### config.mk
export PLATFORM = sky130hd
export DESIGN_NAME = instr_fetch_cache
export DESIGN_NICKNAME = d
export VERILOG_FILES = /design/src/rtl/instr_fetch_cache.sv
export SDC_FILE = /design/constraint.sdc
export NUM_CORES = 1
export LEC_CHECK = 0
export CORE_UTILIZATION = 49
export DETAILED_ROUTE_END_ITERATION = 10
export PLACE_DENSITY = 0.73
export SLEW_MARGIN = 20
export SYNTH_ARGS = -nofsm -noshare
export SYNTH_HDL_FRONTEND = slang
export SYNTH_SLANG_ARGS = --single-unit
### constraint.sdc
create_clock -name clock -period 13.82 [get_ports clock]
set_clock_uncertainty 0.2 [all_clocks]
set_input_delay 2.764 -clock clock [delete_from_list [all_inputs] [get_ports clock]]
set_output_delay 2.764 -clock clock [all_outputs]
set_load 0.005 [all_outputs]
### src/rtl/instr_fetch_cache.sv
// Fetch front-end: PC, direct-mapped I-cache, refill and flush walk.
// Optional hit/miss counters when ICACHE_STATS_EN is defined.
`timescale 1ns/1ps
module instr_fetch_cache #(
   parameter int          LINES    = 4,
   parameter logic [31:0] RESET_PC = 32'h0
) (
   input  logic        clock,
   input  logic        reset,
   input  logic        stall_i,
   input  logic        redirect_i,
   input  logic [31:0] redirect_pc_i,
   input  logic        flush_i,
   output logic        if_valid_o,
   output logic [31:0] if_instr_o,
   output logic [31:0] if_pc_o,
   output logic        mem_req_o,
   output logic [31:0] mem_addr_o,
   input  logic        mem_ack_i,
   input  logic [31:0] mem_rdata_i,
`ifdef ICACHE_STATS_EN
   output logic [31:0] hit_count_o,
   output logic [31:0] miss_count_o,
`endif
   output logic        busy_o
);
   localparam int IDX = $clog2(LINES);
   localparam int TW  = 32 - IDX - 2;

   typedef enum logic [1:0] {RUN, REFILL, FLUSH} state_t;

   state_t           state;
   logic [31:0]      pc;
   logic [LINES-1:0] valid;
   logic [TW-1:0]    tags [LINES];
   logic [31:0]      data [LINES];
   logic [IDX-1:0]   cnt;
   logic [IDX-1:0]   idx;
   logic [IDX-1:0]   fill_idx;
   logic [31:0]      rpc;
   logic             pend;
   logic             hit;
   logic             fill;

   // mem_addr_o doubles as the latched miss address
   assign idx      = pc[IDX+1:2];
   assign fill_idx = mem_addr_o[IDX+1:2];
   assign hit      = valid[idx] && (tags[idx] == pc[31:IDX+2]);
   assign rpc      = redirect_pc_i & ~32'h3;
   assign fill     = (state == REFILL) && mem_req_o && mem_ack_i;

   always_ff @(posedge clock) begin
      if (fill) begin
         data[fill_idx] <= mem_rdata_i;
         tags[fill_idx] <= mem_addr_o[31:IDX+2];
      end
   end

   always_ff @(posedge clock or posedge reset) begin
      if (reset) begin
         state      <= RUN;
         pc         <= RESET_PC;
         valid      <= '0;
         cnt        <= '0;
         pend       <= 1'b0;
         if_valid_o <= 1'b0;
         if_instr_o <= '0;
         if_pc_o    <= '0;
         mem_req_o  <= 1'b0;
         mem_addr_o <= '0;
         busy_o     <= 1'b0;
`ifdef ICACHE_STATS_EN
         hit_count_o  <= '0;
         miss_count_o <= '0;
`endif
      end else begin
         unique case (state)
            RUN: begin
               if (redirect_i) begin
                  pc         <= rpc;
                  if_valid_o <= 1'b0;
               end else if (flush_i) begin
                  state      <= FLUSH;
                  cnt        <= '0;
                  if_valid_o <= 1'b0;
                  busy_o     <= 1'b1;
               end else if (!stall_i) begin
                  if (hit) begin
                     if_instr_o <= data[idx];
                     if_pc_o    <= pc;
                     if_valid_o <= 1'b1;
                     pc         <= pc + 32'd4;
`ifdef ICACHE_STATS_EN
                     hit_count_o <= hit_count_o + 32'd1;
`endif
                  end else begin
                     mem_req_o  <= 1'b1;
                     mem_addr_o <= pc;
                     if_valid_o <= 1'b0;
                     state      <= REFILL;
                     busy_o     <= 1'b1;
`ifdef ICACHE_STATS_EN
                     miss_count_o <= miss_count_o + 32'd1;
`endif
                  end
               end
            end
            REFILL: begin
               if (redirect_i)
                  pc <= rpc;
               if (flush_i)
                  pend <= 1'b1;
               // the request always completes, even after a redirect
               if (fill) begin
                  valid[fill_idx] <= 1'b1;
                  mem_req_o       <= 1'b0;
                  if (pend || flush_i) begin
                     state <= FLUSH;
                     cnt   <= '0;
                     pend  <= 1'b0;
                  end else begin
                     state  <= RUN;
                     busy_o <= 1'b0;
                  end
               end
            end
            FLUSH: begin
               if (redirect_i)
                  pc <= rpc;
               valid[cnt] <= 1'b0;
               cnt        <= cnt + IDX'(1);
               if (cnt == IDX'(LINES - 1)) begin
                  state  <= RUN;
                  busy_o <= 1'b0;
               end
            end
            default: begin
               state  <= RUN;
               busy_o <= 1'b0;
            end
         endcase
      end
   end
endmodule

==> results of run 1 <==
## stage by stage
| stage | hold slack, ns | area, um^2 | worst slack [ns] |
|---|---|---|---|
| 2_1_floorplan | 0.268 | 15700 | 6.00 |
| 3_3_place_gp | 0.267 | 17700 | 7.50 |
| 3_5_place_dp | 0.274 | 17700 | 7.47 |
| 4_1_cts | 0.286 | 19000 | 7.95 |
| 5_1_grt | 0.300 | 19000 | 7.60 |
| 6_report | 0.281 | 19000 | 8.08 |
## placed cells by master (no fill, tap or decap), drive strengths merged, types with 10 or more instances in the layout
cell type,n
clkdlybuf4s50,162
edfxtp,240
o21ai,40
buf,16
nor3,26
clkbuf,57
mux4,50
a31oi,10
mux2,98
mux2i,22
nor2,56
dfrtp,134
a21oi,36
o211ai,10
xnor2,25
nor3b,11
inv,19
nand3,14
nand2,31
## kinds of logic (layout without fill, tap and decap cells)
kind of cell               Yosys count  count (layout)
xor gates and xnor gates            34              34
DFF                                374             374
AOI/OAI and AO/OA                  153             153
buffers and inverters               91             268
and+or+nand+nor                    175             175
other                                1               5
muxes                              170             170
adders and majority gates            9               9
## registers in the layout (all words and copies together) (netlist names)
signal / cells
busy_o: 1
pc: 30
cnt: 2
if_pc_o: 30
if_instr_o: 32
valid: 4
state: 2
mem_req_o: 1
if_valid_o: 1
tags: 112
data: 128
mem_addr_o: 30
pend: 1
## area by class of cell
class,instances,area (um^2)
Timing Repair Buffer,178,1740
Antenna cell,1,2.50
Inverter,18,72.6
Clock inverter,15,196
Sequential cell,374,10600
Multi-Input combinational cell,545,4800
Clock buffer,57,1110
Tap cell,402,503
Fill cell,2384,12600
## report_power, final
| group | internal [W] | switching [W] |
|---|---|---|
| Combinational | 0.000473 | 0.000471 |
| Clock | 0.000638 | 0.000423 |
| Sequential | 0.00136 | 0.000237 |
## path summary, 6_finish.rpt
| check | endpoint | cells past startpoint |
|---|---|---|
| setup / recovery | if_instr_o[1] | 7 |
| hold / removal | if_pc_o[25] | 1 |
| setup reg to reg | if_instr_o[1] | 9 |
| hold reg to reg | if_pc_o[25] | 1 |
| max in group asynchronous | if_pc_o[28] | 3 |
| min in group asynchronous | mem_addr_o[8] | 2 |
## routing by layer
metal	part of all wire	wire length, um	vias to the layer above
met5	0	0	-
met4	0.018	644	0
met1	0.42	14700	4803
met2	0.46	16200	398
met3	0.098	3410	56
li1	-	-	4170
## worst max-delay path: stages
cell and delay [ns]:
clkdlybuf4s50_1 0.53, or2_2 0.37, nor2_1 0.13, nand2_1 0.12, nor3_4 0.90, buf_4 0.67, mux2_1 0.39
==> impl_metrics.yaml, run 1 <==
detailed_routing:
  viasPerCell: 5.93
  wl_per_cell_um: 22.0
  first_iter_violations: 827
  drt-total-wl_um: 35000
  drt-pass1-iter-count: 5
  ant_nets: 0
  drc_errors: 0
  vias: 9427
clock_tree:
  cts_hold_buf: 0
  htreeDepth: 2
  clk_path_buf_depth: 3
  cts_buffers: 39
  cts_sinks: 374
  worstSkewPairLatency_ns: 0.54
  path_clk_slew_ns: 0.05
  post_cts_buffers: 0
  clockRootBuffer: "clkbuf_16"
  cts_tree: "yes"
  cts_resized: 0
logic_synthesis:
  synth_area_leaders: "edfxtp_1, dfrtp_1, mux4_2"
  synth_largest_type_area_fraction: 0.459
  avgSynthCellArea_um2: 15.6
  synthCells: 1007
  synth_compound_gate_area_share: 0.0647
  netlist_area_um2: 15700
  synthXorXnorAreaFrac: 0.0190
  synth_top_family_by_area: "multiplexers"
  synth_most_common_cell: "edfxtp_1"
  yosys.area.top_type: "edfxtp_1"
  synth_cell_types: 65
  ys_seq_area_frac: 0.673
  synth_flop_cell: "edfxtp_1"
  ys_ff_latch: 374
  synthSimpleGateAreaFrac: 0.0561
  synth_mux_area_frac: 0.156
  ys_top_cells_by_count: "edfxtp_1, dfrtp_1, mux2_1"
  synthAdderAreaFrac: 0.00717
  synth_edf_count: 240
  synthArstFlopShare: 0.358
  yosys_warnings: 0
global_routing:
  grt_antenna_before_repair: 2
  busiest_layer: "met2"
  grt_max_degree: 82
  grt_pass1_vias: 9421
  use_met3: 0.0728
  grt-ovfl-total: 0
  grt_pass1_wl_um: 54700
  grt_usage: 0.219
  grt_use_met1: 0.292
  grt_util_met2: 0.348
cells_and_area:
  stdcell_count: 1590
  area_growth_pct: 21.0
  final_core_util: 0.602
  nets: 1235
  drive_gt1_frac: 0.127
sta:
  grt_setup_unrepaired: "no"
  maxSlewViolCount: 0
  relSlewSlack: 0.284
  fmax_mhz: 174
  finalCritPeriodShare: 0.416
  tightest_slew_ns: 1.07
  setup_viol: 0
  hold_viol: 0
  min_period_ns: 5.74
  fin_tns_setup_ns: 0
power:
  ir_worst_vdd_mv: 0.127
  fin_total_pwr_w: 0.00360
  p_per_area_nw_per_um2: 190
  p_leak_nw: 7.02
setup_path:
  critPathLaunch: "flush_i"
  r2r_slack_ns: 8.10
  critPathLaunchType: "input port"
  crit_arrival_ns: 5.94
  worstReg2RegStart: "pc[2]"
  required_ns: 14.02
  crit_type: "in2reg"
  crit_path_end_kind: "register"
  cp_max_fo: 43
place:
  portBuffers: 162
  gp_congestion: 0.873
  placedCellCount: 1517
  hpwl_um: 21100
floorplan:
  core_area_um2: 31600
  die_x_um: 181
  start_util: 0.498
  ios: 169
  die_y_um: 181
  row_count: 65
  design.die.area_um2: 32800
status:
  run_status: "finished, final reports clean"
flow_run:
  maxCapViolations: 0
hold_path:
  hp-class: "reg2reg"
  worstHoldStart: "if_pc_o[25]"
(Power assumes the default switching activity.)
==> inputs of run 2 (changes only) <==
--- a/config.mk
+++ b/config.mk
@@ -7,7 +7,7 @@
 export LEC_CHECK = 0
 export CORE_UTILIZATION = 49
 export DETAILED_ROUTE_END_ITERATION = 10
-export PLACE_DENSITY = 0.73
+export PLACE_DENSITY = 0.75
 export SLEW_MARGIN = 20
 export SYNTH_ARGS = -nofsm -noshare
 export SYNTH_HDL_FRONTEND = slang
==> constraint.sdc (replaced) <==
create_clock -name clock -period 5 [get_ports clock]
set_clock_uncertainty 0.2 [all_clocks]
set_input_delay 1 -clock clock [delete_from_list [all_inputs] [get_ports clock]]
set_output_delay 1 -clock clock [all_outputs]
set_load 0.005 [all_outputs]
==> run 2 against run 1 <==
Register-to-register slack worse by 7.5 ns; largest power group unchanged; critical endpoint is now mem_addr_o[20]; clock-buffer cell count is 5 lower; core utilization is 0.46 points higher.
==> impl_metrics.yaml, run 2 (synthesis results as in run 1) <==
global_routing:
  grt-ovfl-total: 0
  grt_usage: 0.223
  grt_pass1_wl_um: 55200
  grt_pass1_vias: 9509
  grt_max_degree: 72
  grt_antenna_before_repair: 0
cells_and_area:
  layout_common_cells: "edfxtp_1, clkdlybuf4s50_1, dfrtp_1, mux2_1, nor2_1"
  drive_gt1_frac: 0.137
  largest_reg_flops: 128
  largestRegisters: "data: 128 flops, tags: 112 flops, if_instr_o: 32 flops"
  multi_input_area_um2: 4800
  top_register: "data"
  area_growth_pct: 21.9
  final_common_cell: "edfxtp_1"
  nets: 1240
  fillers: 2333
  register_area_um2: 10600
detailed_routing:
  ant_nets: 0
  viasPerCell: 5.87
  vias: 9343
  drt-total-wl_um: 35800
  drt-pass1-iter-count: 5
  first_iter_violations: 809
  wl_per_cell_um: 22.5
  drc_errors: 0
setup_path:
  crit_type: "reg2reg"
  crit_arrival_ns: 4.59
  cp_max_fo: 43
  critPathLaunchType: "register"
  worstReg2RegStart: "pc[2]"
  critPathLaunch: "pc[2]"
  crit_path_end_kind: "register"
  required_ns: 5.20
sta:
  hold_viol: 0
  maxSlewViolCount: 0
  finalCritPeriodShare: 0.877
  relSlewSlack: 0.246
  grt_setup_unrepaired: "no"
  timing.final.ws_setup_ns: 0.613
  setup_viol: 0
  tightest_slew_ns: 1.13
  fin_tns_setup_ns: 0
  min_period_ns: 4.39
  holdWs_ns: 0.282
  fmax_mhz: 228
clock_tree:
  cts_tree: "yes"
  cts_buffers: 39
  cts_hold_buf: 0
  clk_path_buf_depth: 3
  path_clk_slew_ns: 0.06
  post_cts_buffers: 0
  htreeDepth: 2
  cts_resized: 0
  worstSkewPairLatency_ns: 0.53
  clockRootBuffer: "clkbuf_16"
  cts_sinks: 374
power:
  clkPwrFrac: 0.301
  p_per_area_nw_per_um2: 527
  swShare: 0.312
  p_int_w: 0.00694
  power_switching_w: 0.00315
  p_leak_nw: 7.10
  ir_worst_vdd_mv: 0.323
  p_seq_frac: 0.449
  combPwrFrac: 0.249
floorplan:
  die_x_um: 181
  start_util: 0.498
  die_y_um: 181
  row_count: 65
  ios: 169
  design.die.area_um2: 32800
  core_area_um2: 31600
place:
  hpwl_um: 21600
  portBuffers: 162
  dp_slack_ns: 0.586
  gp_congestion: 0.864
hold_path:
  worstHoldStart: "if_instr_o[14]"
  hp-class: "reg2reg"
flow_run:
  maxCapViolations: 0
status:
  run_status: "finished, final reports clean"
[run 2: cell count changes in the layout (fill, tap and decap cells not counted)]
cell,previous run,this run
buf_12,0,4
buf_4,16,17
bufinv_16,4,5
clkbuf_1,12,3
clkbuf_8,5,9
clkinv_1,3,2
clkinv_2,3,8
clkinv_4,2,1
clkinv_8,1,0
clkinvlp_4,1,0
inv_16,0,1
nor2_1,54,55
nor2_2,2,1
[run 2: worst max-delay path, stage by stage, from the launching register on]
cell	delay, ns
dfrtp_4	0.97
inv_1	0.46
a2111oi_0	0.42
a31oi_1	0.11
or4b_1	0.93
o21bai_2	0.24
buf_4	0.47
mux2_1	0.40
[run 2: path summary, 6_finish.rpt]
path	to	slack [ns]	cells after the start
worst max-delay path	mem_addr_o[20]	0.61	7
worst min-delay path	if_instr_o[14]	0.28	1
worst max register to register	mem_addr_o[20]	0.61	7
worst min register to register	if_instr_o[14]	0.28	1
max in group asynchronous	if_pc_o[9]	3.03	3
min in group asynchronous	if_instr_o[25]	0.75	2
[run 2: through the flow]
step,cell area (um^2),power [W],instances,util
2_1_floorplan,15700,0.00609,1010,-
3_3_place_gp,17800,0.00702,1522,0.563
3_5_place_dp,17800,0.00711,1522,0.563
4_1_cts,19100,0.0102,1592,0.607
5_1_grt,19100,0.0106,1592,0.607
6_report,19100,0.0101,1593,0.607
[run 2: cell type report]
cell class                 count  area share
sequential                   374       0.552
multi-input combinational    545       0.251
timing repair buffer         183      0.0955
clock buffer                  52      0.0593
tap                          402      0.0263
clock inverter                18      0.0123
inverter                      18     0.00379
antenna                        1    0.000131
[run 2: power by group through the flow]
stage,clock [W],combinational [W],sequential (W)
5_1_grt,0.00322,0.00275,0.00462
3_3_place_gp,0,0.00247,0.00456
6_report,0.00304,0.00252,0.00454
2_1_floorplan,0,0.00204,0.00406
3_5_place_dp,0,0.00252,0.00460
4_1_cts,0.00310,0.00253,0.00454
[run 2: per-layer routing]
metal / vias up / global-route usage / wire (um)
met2: 408 / 0.353 / 16800
met1: 4700 / 0.296 / 14500
met5: - / 0 / 0
met4: 0 / 0.0654 / 783
met3: 65 / 0.0701 / 3740
li1: 4170 / - / -
==> inputs of run 3 (changes only) <==
--- a/config.mk
+++ b/config.mk
@@ -5,9 +5,11 @@
 export SDC_FILE = /design/constraint.sdc
 export NUM_CORES = 1
 export LEC_CHECK = 0
+export ABC_AREA = 1
 export CORE_UTILIZATION = 49
+export CTS_BUF_LIST = sky130_fd_sc_hd__clkbuf_16
 export DETAILED_ROUTE_END_ITERATION = 10
-export PLACE_DENSITY = 0.75
+export PLACE_DENSITY = 0.73
 export SLEW_MARGIN = 20
 export SYNTH_ARGS = -nofsm -noshare
 export SYNTH_HDL_FRONTEND = slang
==> constraint.sdc (replaced) <==
create_clock -name clock -period 4.9 [get_ports clock]
set_clock_uncertainty 0.2 [all_clocks]
set_input_delay 0.98 -clock clock [delete_from_list [all_inputs] [get_ports clock]]
set_output_delay 0.98 -clock clock [all_outputs]
set_load 0.005 [all_outputs]
==> run 3 against run 2 <==
Clock power is 6% lower; final cell count up 37%; via count is 28% higher; routed wire length grew 15%; cell area up 0.96%; sequential power fell by 24%; synthesized area grew 2.8%; critical path depth increased by 7; die area increased by 2.7%; register-to-register slack gained 0.28 ns; synthesized cell count rose by 56%.
==> impl_metrics.yaml, run 3 <==
setup_path:
  worstReg2RegStart: "pc[2]"
  worst_path_most_repeated_cell: "nor2_1"
  required_ns: 5.10
  cp_max_fo: 79
  cpLargestDelayFamily: "simple AND/OR/NAND/NOR gates"
  path_buf_inv: 3
  crit_chain: "clkinv_2 > buf_4 > nor2_1 > o21ai_1 > nand2_1 > nor2_1 > nand3_1 > nor2_1 > nand2_1 > nor2_1 > nor2_4 > buf_4 > nor2_1 > a21oi_1"
  critPathLaunchType: "register"
  cpPeakStageDelay_ns: 0.69
  critPathLaunch: "pc[2]"
  crit_type: "reg2reg"
  crit_arrival_ns: 4.20
  cp_slowest_cell: "dfrtp_4"
  crit_path_end_kind: "register"
sta:
  min_period_ns: 4.00
  fmax_mhz: 250
  relSlewSlack: 0.297
  setup_viol: 0
  hold_viol: 0
  grt_setup_unrepaired: "no"
  fin_tns_setup_ns: 0
  tightest_slew_ns: 1.05
  maxSlewViolCount: 0
  finalCritPeriodShare: 0.817
power:
  p_per_area_nw_per_um2: 356
  ir_worst_vdd_mv: 0.299
  clkPwrFrac: 0.415
  p_leak_nw: 7.89
  power_switching_w: 0.00169
  p_int_w: 0.00519
  combPwrFrac: 0.081
  p_seq_frac: 0.504
  swShare: 0.246
logic_synthesis:
  synth_most_common_cell: "nand2_1"
  ys_seq_area_frac: 0.654
  synthArstFlopShare: 0.358
  yosys_warnings: 0
  synth_edf_count: 240
  yosys.area.top_type: "edfxtp_1"
  avgSynthCellArea_um2: 10.3
  ys_top_cells_by_count: "nand2_1, edfxtp_1, nand3_1"
  ys_ff_latch: 374
  netlist_area_um2: 16100
  synth_largest_type_area_fraction: 0.447
  synth_flop_cell: "edfxtp_1"
  synth_area_leaders: "edfxtp_1, dfrtp_1, nand2_1"
  synth_cell_types: 35
  synthCells: 1574
cells_and_area:
  stdcell_count: 2188
  final_common_cell: "nand2_1"
  antenna_cells: 0
  layout_common_cells: "nand2_1, edfxtp_1, clkdlybuf4s50_1, nand3_1, dfrtp_1"
  nets: 1795
  largest_reg_flops: 128
  fillers: 2654
  largestRegisters: "data: 128 flops, tags: 112 flops, if_instr_o: 32 flops"
  design_area_um2: 19300
  area_growth_pct: 19.8
  top_register: "data"
  drive_gt1_frac: 0.0527
floorplan:
  design.die.area_um2: 33700
  die_y_um: 183
  core_area_um2: 32500
  ios: 169
  start_util: 0.497
  row_count: 66
  die_x_um: 183
clock_tree:
  clockRootBuffer: "clkbuf_16"
  cts_resized: 0
  htreeDepth: 2
  path_clk_slew_ns: 0.06
  cts_sinks: 374
  cts_hold_buf: 0
  cts_buffers: 38
  cts_tree: "yes"
  worstSkewPairLatency_ns: 0.56
  clk_path_buf_depth: 3
  post_cts_buffers: 0
detailed_routing:
  drt-total-wl_um: 41000
  vias: 12000
  ant_nets: 0
  viasPerCell: 5.47
  wl_per_cell_um: 18.8
  drt-pass1-iter-count: 5
  drc_errors: 0
  first_iter_violations: 1039
place:
  portBuffers: 162
  gp_congestion: 0.941
  hpwl_um: 26300
  placed_area_um2: 18100
  placedCellCount: 2118
global_routing:
  grt_pass1_wl_um: 64500
  grt_pass1_vias: 11800
  grt_max_degree: 85
  grt_usage: 0.250
  grt_antenna_before_repair: 0
  grt-ovfl-total: 0
status:
  run_status: "finished, final reports clean"
hold_path:
  worstHoldStart: "if_pc_o[30]"
  hp-class: "reg2reg"
flow_run:
  maxCapViolations: 0
run 3: cell types whose count changed after synthesis, moves of 32 or more:
cell     before  now
mux4_2       50    0
nand3_1      14  141
mux2_1       96    0
o21ai_1      19   52
a32o_1        0   32
a21oi_1      36   69
inv_1        18   66
nand2_1      30  536
run 3: path summary, 6_finish.rpt:
| check | endpoint | slack (ns) | depth (start not counted) |
|---|---|---|---|
| worst max-delay path | mem_addr_o[8] | 0.90 | 14 |
| worst min-delay path | if_pc_o[30] | 0.28 | 2 |
| worst max register to register | mem_addr_o[8] | 0.90 | 14 |
| worst min register to register | if_pc_o[30] | 0.28 | 2 |
| max in group asynchronous | if_instr_o[14] | 3.02 | 3 |
| min in group asynchronous | state[1] | 0.71 | 2 |
run 3: power by group through the flow:
stage	Combinational, W	Sequential [W]	Clock [W]
4_1_cts	0.000556	0.00347	0.00289
3_3_place_gp	0.000541	0.00353	0
6_report	0.000554	0.00347	0.00286
5_1_grt	0.000617	0.00347	0.00302
3_5_place_dp	0.000553	0.00353	0
2_1_floorplan	0.000365	0.00349	0
run 3: layer usage:
metal  wire, um  track usage
met1      16400        0.315
met2      19900        0.418
met3       3230       0.0529
met4       1530        0.108
met5          0            0
run 3: cell families (layout without fill, tap and decap cells):
logic type / Yosys count / after routing / share of synthesized area
AND/OR/NAND/NOR: 806 / 806 / 0.204
other: 1 / 4 / 0.000232
buffers and inverters: 154 / 323 / 0.0463
flip-flops: 374 / 374 / 0.654
AO/OA/AOI/OAI: 209 / 209 / 0.0762
XOR/XNOR: 20 / 20 / 0.0109
multiplexers: 1 / 1 / 0.000620
adder cells (fa/ha/maj): 9 / 9 / 0.00698
run 3: worst register-to-register path: stages, from the launching register on:
cell and delay, ns:
dfrtp_4 0.69, clkinv_2 0.17, buf_4 0.68, nor2_1 0.14, o21ai_1 0.42, nand2_1 0.10
nor2_1 0.12, nand3_1 0.07, nor2_1 0.09, nand2_1 0.06, nor2_1 0.49, nor2_4 0.03
buf_4 0.33, nor2_1 0.21, a21oi_1 0.07
run 3: per-stage QoR:
stage                     worst slack, ns  power (W)  hold slack, ns  utilization
after floorplan                     -1.11    0.00385           0.254            -
after CTS                           0.947    0.00691           0.286        0.596
final                               0.895    0.00688           0.279        0.596
after global placement               1.05    0.00407           0.263        0.557
after global routing                0.630    0.00711           0.300        0.596
after detailed placement            0.992    0.00408           0.270        0.557
run 3: layout make-up:
cell class / count / area [um^2] / area share
clock buffer: 38 / 951 / 0.0492
clock inverter: 32 / 293 / 0.0151
inverter: 72 / 277 / 0.0143
multi-input combinational: 1049 / 4880 / 0.252
sequential: 374 / 10600 / 0.547
tap: 442 / 553 / 0.0286
timing repair buffer: 181 / 1810 / 0.0939
